## src/rtl/pkt_monitor512_pkg.sv

```systemverilog
// Shared types and helpers for the pkt_monitor512 stream sink.
package pkt_mon_pkg;

  localparam logic [15:0] LFSR_TAPS    = 16'h002D;
  localparam logic [15:0] DEFAULT_SEED = 16'hACE1;
  localparam int          MAX_FOLD_W   = 1024;

  typedef enum logic {IDLE, IN_PKT} state_t;

  function automatic int calc_empty_w(input int data_width);
    return $clog2(data_width / 8);
  endfunction

  // Narrower streams are zero-extended by the caller; zero words leave the XOR unchanged.
  function automatic logic [31:0] fold32(input logic [MAX_FOLD_W-1:0] data);
    logic [31:0] acc;
    acc = '0;
    for (int i = 0; i < MAX_FOLD_W / 32; i++) begin
      acc = acc ^ data[i*32 +: 32];
    end
    return acc;
  endfunction

endpackage

```

## src/rtl/pkt_monitor512_lfsr.sv

```systemverilog
// Seeded pseudo-random backpressure: registered ready from a 16-bit Fibonacci LFSR.
module lfsr_ready_gen
  import pkt_mon_pkg::*;
#(
  parameter logic [15:0] SEED       = DEFAULT_SEED,
  parameter int          READY_RATE = 256
) (
  input  logic clk,
  input  logic reset,
  output logic o_ready
);

  localparam logic [15:0] SEED_EFF = (SEED == 16'h0) ? DEFAULT_SEED : SEED;
  // A threshold of 256 exceeds every 8-bit sample, so full rate needs no special case.
  localparam logic [8:0]  RATE9    = (READY_RATE >= 256) ? 9'd256 :
                                     (READY_RATE <= 0)   ? 9'd0   : 9'(READY_RATE);

  logic [15:0] r_lfsr;
  logic        r_ready;
  logic        w_feedback;

  assign w_feedback = ^(r_lfsr & LFSR_TAPS);
  assign o_ready    = r_ready;

  always_ff @(posedge clk or posedge reset) begin
    if (reset) begin
      r_lfsr  <= SEED_EFF;
      r_ready <= 1'b0;
    end else begin
      r_lfsr  <= {w_feedback, r_lfsr[15:1]};
      r_ready <= ({1'b0, r_lfsr[7:0]} < RATE9);
    end
  end

endmodule

```

## src/rtl/pkt_monitor512.sv

```systemverilog
// Terminal Avalon-ST sink: framing checks, packet/byte counters and a rolling payload signature.
module pkt_monitor512
  import pkt_mon_pkg::*;
#(
  parameter  int          DATA_WIDTH    = 512,
  parameter  int          EXPECTED_PKTS = 0,
  parameter  int          READY_RATE    = 256,
  parameter  logic [15:0] SEED          = 16'hACE1,
  parameter  int          MAX_PKT_BYTES = 9600,
  localparam int          EMPTY_W       = calc_empty_w(DATA_WIDTH)
) (
  input  logic                  clk,
  input  logic                  reset,
  input  logic                  i_valid,
  input  logic [DATA_WIDTH-1:0] i_data,
  input  logic                  i_sop,
  input  logic                  i_eop,
  input  logic [EMPTY_W-1:0]    i_empty,
  output logic                  o_ready,
  output logic [31:0]           o_pkt_count,
  output logic [31:0]           o_byte_count,
  output logic [15:0]           o_last_len,
  output logic [15:0]           o_err_no_sop,
  output logic [15:0]           o_err_no_eop,
  output logic [15:0]           o_err_empty,
  output logic [15:0]           o_err_oversize,
  output logic [31:0]           o_signature,
  output logic                  o_finished
);

  localparam logic [31:0] BEAT_BYTES = 32'(DATA_WIDTH / 8);
  localparam logic [31:0] MAX_LEN    = 32'(MAX_PKT_BYTES);
  localparam logic [31:0] EXP_CNT    = 32'(EXPECTED_PKTS);

  state_t                r_state;
  logic [31:0]           r_len;
  logic [31:0]           r_pktCount;
  logic [31:0]           r_byteCount;
  logic [15:0]           r_lastLen;
  logic [15:0]           r_errNoSop;
  logic [15:0]           r_errNoEop;
  logic [15:0]           r_errEmpty;
  logic [15:0]           r_errOversize;
  logic [31:0]           r_signature;
  logic                  r_finished;

  logic                  w_ready;
  logic                  w_accept;
  logic                  w_drop;
  logic                  w_abort;
  logic                  w_complete;
  logic                  w_good;
  logic                  w_oversize;
  logic                  w_emptyErr;
  logic [31:0]           w_beatBytes;
  logic [32:0]           w_lenSum33;
  logic [31:0]           w_lenSum;
  logic [31:0]           w_finalLen;
  logic [32:0]           w_byteSum33;
  logic [31:0]           w_byteNext;
  logic [31:0]           w_pktNext;
  logic [DATA_WIDTH-1:0] w_mask;
  logic [31:0]           w_fold;
  state_t                w_nextState;
  logic [31:0]           w_nextLen;

  lfsr_ready_gen #(
    .SEED       (SEED),
    .READY_RATE (READY_RATE)
  ) u_ready_gen (
    .clk     (clk),
    .reset   (reset),
    .o_ready (w_ready)
  );

  always_comb begin
    w_accept    = i_valid && w_ready;
    w_beatBytes = i_eop ? (BEAT_BYTES - 32'(i_empty)) : BEAT_BYTES;
    w_lenSum33  = {1'b0, r_len} + {1'b0, w_beatBytes};
    w_lenSum    = w_lenSum33[32] ? '1 : w_lenSum33[31:0];
    w_finalLen  = i_sop ? w_beatBytes : w_lenSum;
    w_drop      = w_accept && (r_state == IDLE) && !i_sop;
    w_abort     = w_accept && (r_state == IN_PKT) && i_sop;
    w_complete  = w_accept && i_eop && (i_sop || (r_state == IN_PKT));
    w_oversize  = w_complete && (w_finalLen > MAX_LEN);
    w_good      = w_complete && !(w_finalLen > MAX_LEN);
    w_emptyErr  = w_accept && !i_eop && (i_empty != '0);
    w_byteSum33 = {1'b0, r_byteCount} + {1'b0, w_finalLen};
    w_byteNext  = w_byteSum33[32] ? '1 : w_byteSum33[31:0];
    w_pktNext   = r_pktCount + {31'b0, (r_pktCount != '1)};
    w_mask      = i_eop ? ({DATA_WIDTH{1'b1}} << {i_empty, 3'b000}) : {DATA_WIDTH{1'b1}};
    w_fold      = fold32(MAX_FOLD_W'(i_data & w_mask));

    w_nextState = r_state;
    w_nextLen   = r_len;
    if (w_accept && !w_drop) begin
      // An SOP always restarts the accumulator, whether or not a packet was open.
      w_nextState = i_eop ? IDLE : IN_PKT;
      w_nextLen   = i_eop ? 32'd0 : w_finalLen;
    end
  end

  always_ff @(posedge clk or posedge reset) begin
    if (reset) begin
      r_state       <= IDLE;
      r_len         <= '0;
      r_pktCount    <= '0;
      r_byteCount   <= '0;
      r_lastLen     <= '0;
      r_errNoSop    <= '0;
      r_errNoEop    <= '0;
      r_errEmpty    <= '0;
      r_errOversize <= '0;
      r_signature   <= '0;
      r_finished    <= 1'b0;
    end else begin
      r_state <= w_nextState;
      r_len   <= w_nextLen;
      if (w_accept && !w_drop) begin
        r_signature <= {r_signature[30:0], r_signature[31]} ^ w_fold;
      end
      if (w_drop) begin
        r_errNoSop <= r_errNoSop + {15'b0, (r_errNoSop != '1)};
      end
      if (w_abort) begin
        r_errNoEop <= r_errNoEop + {15'b0, (r_errNoEop != '1)};
      end
      if (w_emptyErr) begin
        r_errEmpty <= r_errEmpty + {15'b0, (r_errEmpty != '1)};
      end
      if (w_oversize) begin
        r_errOversize <= r_errOversize + {15'b0, (r_errOversize != '1)};
      end
      if (w_good) begin
        r_pktCount  <= w_pktNext;
        r_byteCount <= w_byteNext;
        r_lastLen   <= w_finalLen[15:0];
        if ((EXP_CNT != 32'd0) && (w_pktNext == EXP_CNT)) begin
          r_finished <= 1'b1;
        end
      end
    end
  end

  assign o_ready        = w_ready;
  assign o_pkt_count    = r_pktCount;
  assign o_byte_count   = r_byteCount;
  assign o_last_len     = r_lastLen;
  assign o_err_no_sop   = r_errNoSop;
  assign o_err_no_eop   = r_errNoEop;
  assign o_err_empty    = r_errEmpty;
  assign o_err_oversize = r_errOversize;
  assign o_signature    = r_signature;
  assign o_finished     = r_finished;

endmodule

```

## config.mk

```make
export PLATFORM = sky130hd
export DESIGN_NAME = pkt_monitor512
export DESIGN_NICKNAME = d
export VERILOG_FILES = /design/src/rtl/pkt_monitor512_pkg.sv /design/src/rtl/pkt_monitor512_lfsr.sv /design/src/rtl/pkt_monitor512.sv
export SDC_FILE = /design/constraint.sdc
export NUM_CORES = 1
export LEC_CHECK = 0
export ABC_AREA = 1
export CORE_AREA = 2 2 276 278
export DETAILED_ROUTE_END_ITERATION = 10
export DIE_AREA = 0 0 278 280
export SYNTH_ARGS = -nofsm -noshare
export SYNTH_HDL_FRONTEND = slang
export SYNTH_SLANG_ARGS = --single-unit
```

## constraint.sdc

```tcl
create_clock -name clk -period 9.98 [get_ports clk]
set_clock_uncertainty 0.2 [all_clocks]
set_input_delay 1.996 -clock clk [delete_from_list [all_inputs] [get_ports clk]]
set_output_delay 1.996 -clock clk [all_outputs]
set_load 0.005 [all_outputs]
```

==> results.md, run 1 <==
- Outcome: complete, no violations
- RSZ-0062 raised after global routing: no
- VDD IR max: 0.1117 mV
- CP most frequent cell: nand2_1
- Clk pwr share: about a quarter
- Adder-Cell Fraction of Synth Area: 3.067%
- WP data required: ~10 ns
- Layout Nets: 4418
- Root buf cell: clkbuf_16
- Post-synthesis cell count: ~3200
- Die X: 278 um
- Post-synthesis mux area share: 0%
- Setup WS pre-CTS: 1.643 ns
- H-tree depth: 1
- Fill cells: roughly 8000
- Sink Count: 210
- Post-DP HPWL: 83200 um
- DR WL/cell: a little over 20 um
- # hold bufs at CTS: 0
- Pin count of the biggest net entering global routing: ~110
- Worst R2R Path Depth: 28
- Synthesized cell area: between 0.02 and 0.025 mm^2
- Net Count, Synth: between 3000 and 4000
- CTS tree: built
- DR pass1 iterations: 5
- Path type of the worst setup path: in -> reg
- GP Congestion: 0.9543
- Final wirelength: about 100000 um
- Cell Pwr Density: ~150 mW/mm^2
- Via count: roughly 23000
- Yosys warns: 1
- Setup TNS: 0 ns
- CP Capture Point: o_byte_count[16]
- Crit path capture type: flop
- Async SR Flop Fraction: 100.0%
- Compound-cell area share of the yosys netlist: around 6.2%
- Post-Synth XOR/XNOR Area: 23.15%
- Slowest CP cell: clkdlybuf4s50_1
- Setup crit start: i_empty[3]
- Fraction of layout cells with a size suffix above 1: 4.214%
- Mean Syn Cell Area: ~6.6 um^2
- Hold Violations, Final: 0
- Site Rows: 101
- Startpoint Class: input pin
- Fin crit share: between 70% and 80%
- # Post-CTS Setup Buffers: 0
- Setup slack after layout: between 2 and 2.5 ns
- Comb pwr share: 47.5%
- Synth-to-layout area growth: 44.08%
- Sw frac: 39.70%
- Max Cap Viol: 0
- Initial core utilization: 27.78%
- Vias/cell: around 4.7
- Core area: around 0.075 mm^2
- Clk buf depth: 3
- Worst-Skew Late Latency: roughly 0.60 ns
- Largest family of logic cells by synthesized area: simple AND/OR/NAND/NOR gates
- Minimum clock period: about 7.8 ns
- Fmax: around 130 MHz
- Max FO, Critical Path: 29
- Synthesized flop and latch total: 210
- R2r startpoint: r_len[0]
- Buffers on Ports: 699
- Tightest Pin Transition: 1.083 ns
- Synth Area in Simple Gates: 34.63%
- Most frequent cells in the layout: nand2_1 (1080), clkdlybuf4s50_1 (699), xor2_1 (419)
- Tot GR Track Use: between 20 and 25%
- Commonest non-fill, non-tap cell in the layout: nand2_1
- Antenna Violating Nets Remaining: 0
- R2r setup slk: just under 5 ns
- Seq/Total Area, Yosys: between 20 and 30%
- Initial antenna violation count: 30
- Clk slew on worst S/H paths: 0.07 ns
- Grt ovf: 0
- Vias in the first global route: roughly 22000
- Switching pwr: roughly 1.8 mW
- Final setup violation count: 0
- I/O pin count: approximately 700
- Top_reg_cell synth: dfrtp_1
- Max-slew headroom: a little over a quarter
- Internal power: 2.769 mW
- CP peak stage delay: just over 0.8 ns
- Number of synthesized flops with an enable pin: 0
- Full die area: about 0.078 mm^2
- Post-synth cell types: 50
- R2r endpoint: o_byte_count[16]
- Worst Path Arrival: approximately 8.1 ns
- HP Class: reg -> reg
- Min-delay src: o_last_len[15]
- Sequential Power Share: between 20% and 30%
- Leak: 14.41 nW
- # DRC: 0
- DR iter-0 viols: 1637
- Resize count post-CTS: 0
- Slew Viols, Final: 0
- Clock buffer count from CTS: 29
- Wire length of the first global-routing pass: about 140000 um
- Die height: around 280 um
-- per-stage QoR --
stage	power (mW)	std cells	hold WS, ns	area, um^2	utilization [%]
floorplan	2.382	3153	0.2581	20890	-
global placement	3.435	4792	0.2537	28970	38.52
detailed placement	3.442	4792	0.2553	28970	38.52
CTS	4.634	4846	0.2695	30030	39.94
global route	4.901	4869	0.3122	30090	40.02
finish	4.592	4871	0.2629	30090	40.02
-- logic make-up after synthesis --
kind of cell	after synthesis
simple gates	1693
xor+xnor	552
buf+inv	403
compound gates	243
flops	210
fa+ha+maj	50
other cells	2
-- state kept, by name, summed over array words and instances, names as in the netlist --
signal and cells:
o_byte_count 32, o_err_empty 16, o_err_no_eop 16, o_err_no_sop 16
o_err_oversize 16, o_last_len 16, o_pkt_count 32, o_signature 32
r_len 32, r_state 1, u_ready_gen.o_ready 1
-- power by group through the flow --
stage / Sequential, mW / Combinational, mW / Clock, mW
after floorplan: 1.19 / 1.20 / 0
final: 1.25 / 2.18 / 1.16
after global placement: 1.26 / 2.17 / 0
after CTS: 1.25 / 2.19 / 1.20
after global routing: 1.27 / 2.40 / 1.23
after detailed placement: 1.26 / 2.18 / 0
-- cell usage after synthesis (all sizes together) (3+ instances only) --
cell / instances / area share (%)
a21oi: 56 / 1.4
nand4: 51 / 1.5
ha: 48 / 2.9
o21ai: 150 / 3.6
or2: 31 / 0.93
o22ai: 24 / 0.72
clkbuf: 24 / 0.44
nand3b: 7 / 0.25
buf: 35 / 1.1
xor2: 419 / 18
nor3: 39 / 1.0
dfrtp: 210 / 25
nand3: 239 / 6.2
inv: 343 / 6.2
nor2: 207 / 4.0
xnor2: 133 / 5.6
o31ai: 3 / 0.11
nand2: 1096 / 20
nor4: 18 / 0.54
-- worst min-delay path by stage --
| stage | to | slack (ns) | cells past startpoint |
|---|---|---|---|
| floorplan | r_len[6] | 0.26 | 2 |
| global placement | o_last_len[15] | 0.25 | 2 |
| detailed placement | o_last_len[15] | 0.26 | 2 |
| CTS | o_last_len[15] | 0.27 | 2 |
| global route | o_last_len[14] | 0.31 | 2 |
| finish | o_last_len[15] | 0.26 | 2 |
-- metal layers --
layer,track usage (%),share of wire (%),vias up
met1,30.24,40,10650
met5,0,0,-
li1,-,-,11330
met4,10.23,3.7,0
met3,4.996,7.2,155
met2,42.88,49,891
-- layout make-up --
type	instances	area, um^2	area share [%]
clock buffers	35	808.3	2.686
well taps	978	1224	4.066
multi-input cells	2540	14020	46.58
flip-flops and latches	210	5255	17.46
clock inverters	19	257.7	0.8565
repair buffers	720	7167	23.82
diodes	25	62.56	0.2079
inverters	344	1301	4.324
-- worst max-delay path, delay by kind of cell --
kind                     cells  cell delay [ns]
AND/OR/NAND/NOR             20             2.91
AO/OA/AOI/OAI                4             0.60
adder cells (fa/ha/maj)      3             1.13
buffers and inverters        5             1.36
Note: power is estimated with default switching activity, not from simulation.
==> run 2: changes to the inputs <==
--- a/config.mk
+++ b/config.mk
@@ -6,9 +6,9 @@
 export NUM_CORES = 1
 export LEC_CHECK = 0
 export ABC_AREA = 1
-export CORE_AREA = 2 2 276 278
+export CORE_AREA = 2 2 275 277
 export DETAILED_ROUTE_END_ITERATION = 10
-export DIE_AREA = 0 0 278 280
+export DIE_AREA = 0 0 277 279
 export SYNTH_ARGS = -nofsm -noshare
 export SYNTH_HDL_FRONTEND = slang
 export SYNTH_SLANG_ARGS = --single-unit
==> constraint.sdc (replaced) <==
create_clock -name clk -period 6.6 [get_ports clk]
set_clock_uncertainty 0.2 [all_clocks]
set_input_delay 1.32 -clock clk [delete_from_list [all_inputs] [get_ports clk]]
set_output_delay 1.32 -clock clk [all_outputs]
set_load 0.005 [all_outputs]
==> run 2 against run 1 <==
Effect of this change:
- flip-flop and latch count stayed put
- global-route usage up 1.3 points
- sequential share of layout area down 0.12 points
- setup slack got worse by 1.6 ns
- first-iteration DRC count is 11% higher
- critical path type unchanged
- die area down 0.72%
- utilization grew 0.90 points
==> results.md, run 2 (same netlist as run 1, synthesis figures left out) <==
- CTS tree: built
- HP Class: reg -> reg
- DR WL met2: approximately 52000 um
- Grt ovf: 0
- Setup TNS: 0 ns
- Fmax: between 150 and 200 MHz
- Outcome: complete, no violations
- Hold Violations, Final: 0
- Wire length of the first global-routing pass: ~150000 um
- Tightest Pin Transition: 1.178 ns
- Most frequent cells in the layout: nand2_1 (1080), clkdlybuf4s50_1 (699), xor2_1 (419)
- Final setup violation count: 0
- Initial antenna violation count: 34
- Slowest CP cell: clkdlybuf4s50_1
- Metal3 WL: around 7000 um
- Clk slew on worst S/H paths: 0.06 ns
- Sequential Power Share: a little over a quarter
- Worst Path Arrival: 6.29 ns
- Pin count of the biggest net entering global routing: around 110
- Power, Total: 6.928 mW
- Final wirelength: approximately 110000 um
- RSZ-0062 raised after global routing: no
- Worst-Skew Late Latency: between 0.5 and 0.6 ns
- Max FO, Critical Path: 9
- VDD IR max: about 0.14 mV
- Vias/cell: about 4.8
- Post-Route Utilization: between 40% and 50%
- Max-slew headroom: approximately a fifth
- WP data required: approximately 6.9 ns
- Highest Signal Layer: met5
- Placement-stage cell area: between 0.02 and 0.03 mm^2
- Leak: roughly 15 nW
- Antenna Violating Nets Remaining: 0
- Clk buf depth: 3
- CP most frequent cell: nand2_1
- Clk pwr share: 24.2%
- Internal power: slightly above 4 mW
- Root buf cell: clkbuf_16
- Fraction of layout cells with a size suffix above 1: under 10%
- Slew Viols, Final: 0
- Startpoint Class: input pin
- Fill cells: between 7000 and 8000
- Via count: roughly 23000
- Hold Slack: approximately 0.27 ns
- Die height: 279 um
- DR pass1 iterations: 6
- Cell Pwr Density: around 230 mW/mm^2
- Clock buffer count from CTS: 28
- Crit path capture type: flop
- Commonest non-fill, non-tap cell in the layout: nand2_1
- Resize count post-CTS: 0
- Setup slack after layout: slightly below 0.6 ns
- DR iter-0 viols: 1813
- Initial core utilization: roughly 28%
- Fin area: just over 0.03 mm^2
- Layout Cells excl Fill: just under 5000
- Layout Nets: between 4000 and 5000
- Dpl cells: 4819
- Switching pwr: between 2 and 3 mW
- Tot GR Track Use: around a quarter
- # DRC: 0
- Comb pwr share: 48.7%
- Routed metal-1 wirelength: approximately 42000 um
- Max Cap Viol: 0
- Die X: ~280 um
- Site Rows: 100
- Vias in the first global route: about 23000
- Setup WS pre-CTS: roughly 0.16 ns
- Synth-to-layout area growth: 45.11%
- GP Congestion: about 0.98
- Minimum clock period: about 6.0 ns
- Sink Count: 210
- H-tree depth: 1
- Buffers on Ports: 699
- I/O pin count: around 700
- Core area: between 0.07 and 0.08 mm^2
- # Post-CTS Setup Buffers: 0
- Full die area: 0.07728 mm^2
- Path type of the worst setup path: in -> reg
- CP peak stage delay: 0.55 ns
- Post-DP HPWL: 87710 um
- Sw frac: between 40 and 50%
- # hold bufs at CTS: 0
- DR WL/cell: 21.44 um
- Fin crit share: 90.96%
run 2: path summary, 6_finish.rpt:
path	startpoint	cells past startpoint	endpoint	slack (ns)
max	i_empty[2]	33	o_byte_count[28]	0.60
min	o_last_len[14]	2	o_last_len[14]	0.27
max reg2reg	r_len[0]	29	o_byte_count[28]	2.02
min reg2reg	o_last_len[14]	2	o_last_len[14]	0.27
max in group asynchronous	reset	3	o_pkt_count[17]	4.38
min in group asynchronous	reset	2	o_err_no_eop[6]	0.80
run 2: cell type report:
| type | count | area (um^2) | share of cell area [%] |
|---|---|---|---|
| antenna | 28 | 70.07 | 0.2312 |
| clock buffer | 39 | 812.0 | 2.679 |
| clock inverter | 12 | 185.2 | 0.6110 |
| inverter | 344 | 1297 | 4.281 |
| multi-input combinational | 2540 | 14010 | 46.24 |
| sequential | 210 | 5255 | 17.34 |
| tap | 969 | 1212 | 4.000 |
| timing repair buffer | 756 | 7462 | 24.62 |
run 2: power groups by stage:
| stage | Combinational, mW | Sequential, mW | Clock (mW) |
|---|---|---|---|
| after floorplan | 1.81 | 1.79 | 0 |
| after global placement | 3.35 | 1.90 | 0 |
| after detailed placement | 3.37 | 1.89 | 0 |
| after CTS | 3.39 | 1.87 | 1.73 |
| after global routing | 3.70 | 1.91 | 1.78 |
| final | 3.38 | 1.87 | 1.68 |
run 2: metal layers:
metal  up-vias  GRT usage (%)
li1      11410              -
met1     10840          31.25
met2       885          46.01
met3       159          4.820
met4         2          11.16
met5         -              0
run 2: worst max-delay path, delay by kind of cell:
kind / cells / cell delay [ns]
fa+ha+maj: 3 / 0.96
buf+inv: 4 / 0.81
compound gates: 3 / 0.48
simple gates: 23 / 2.71
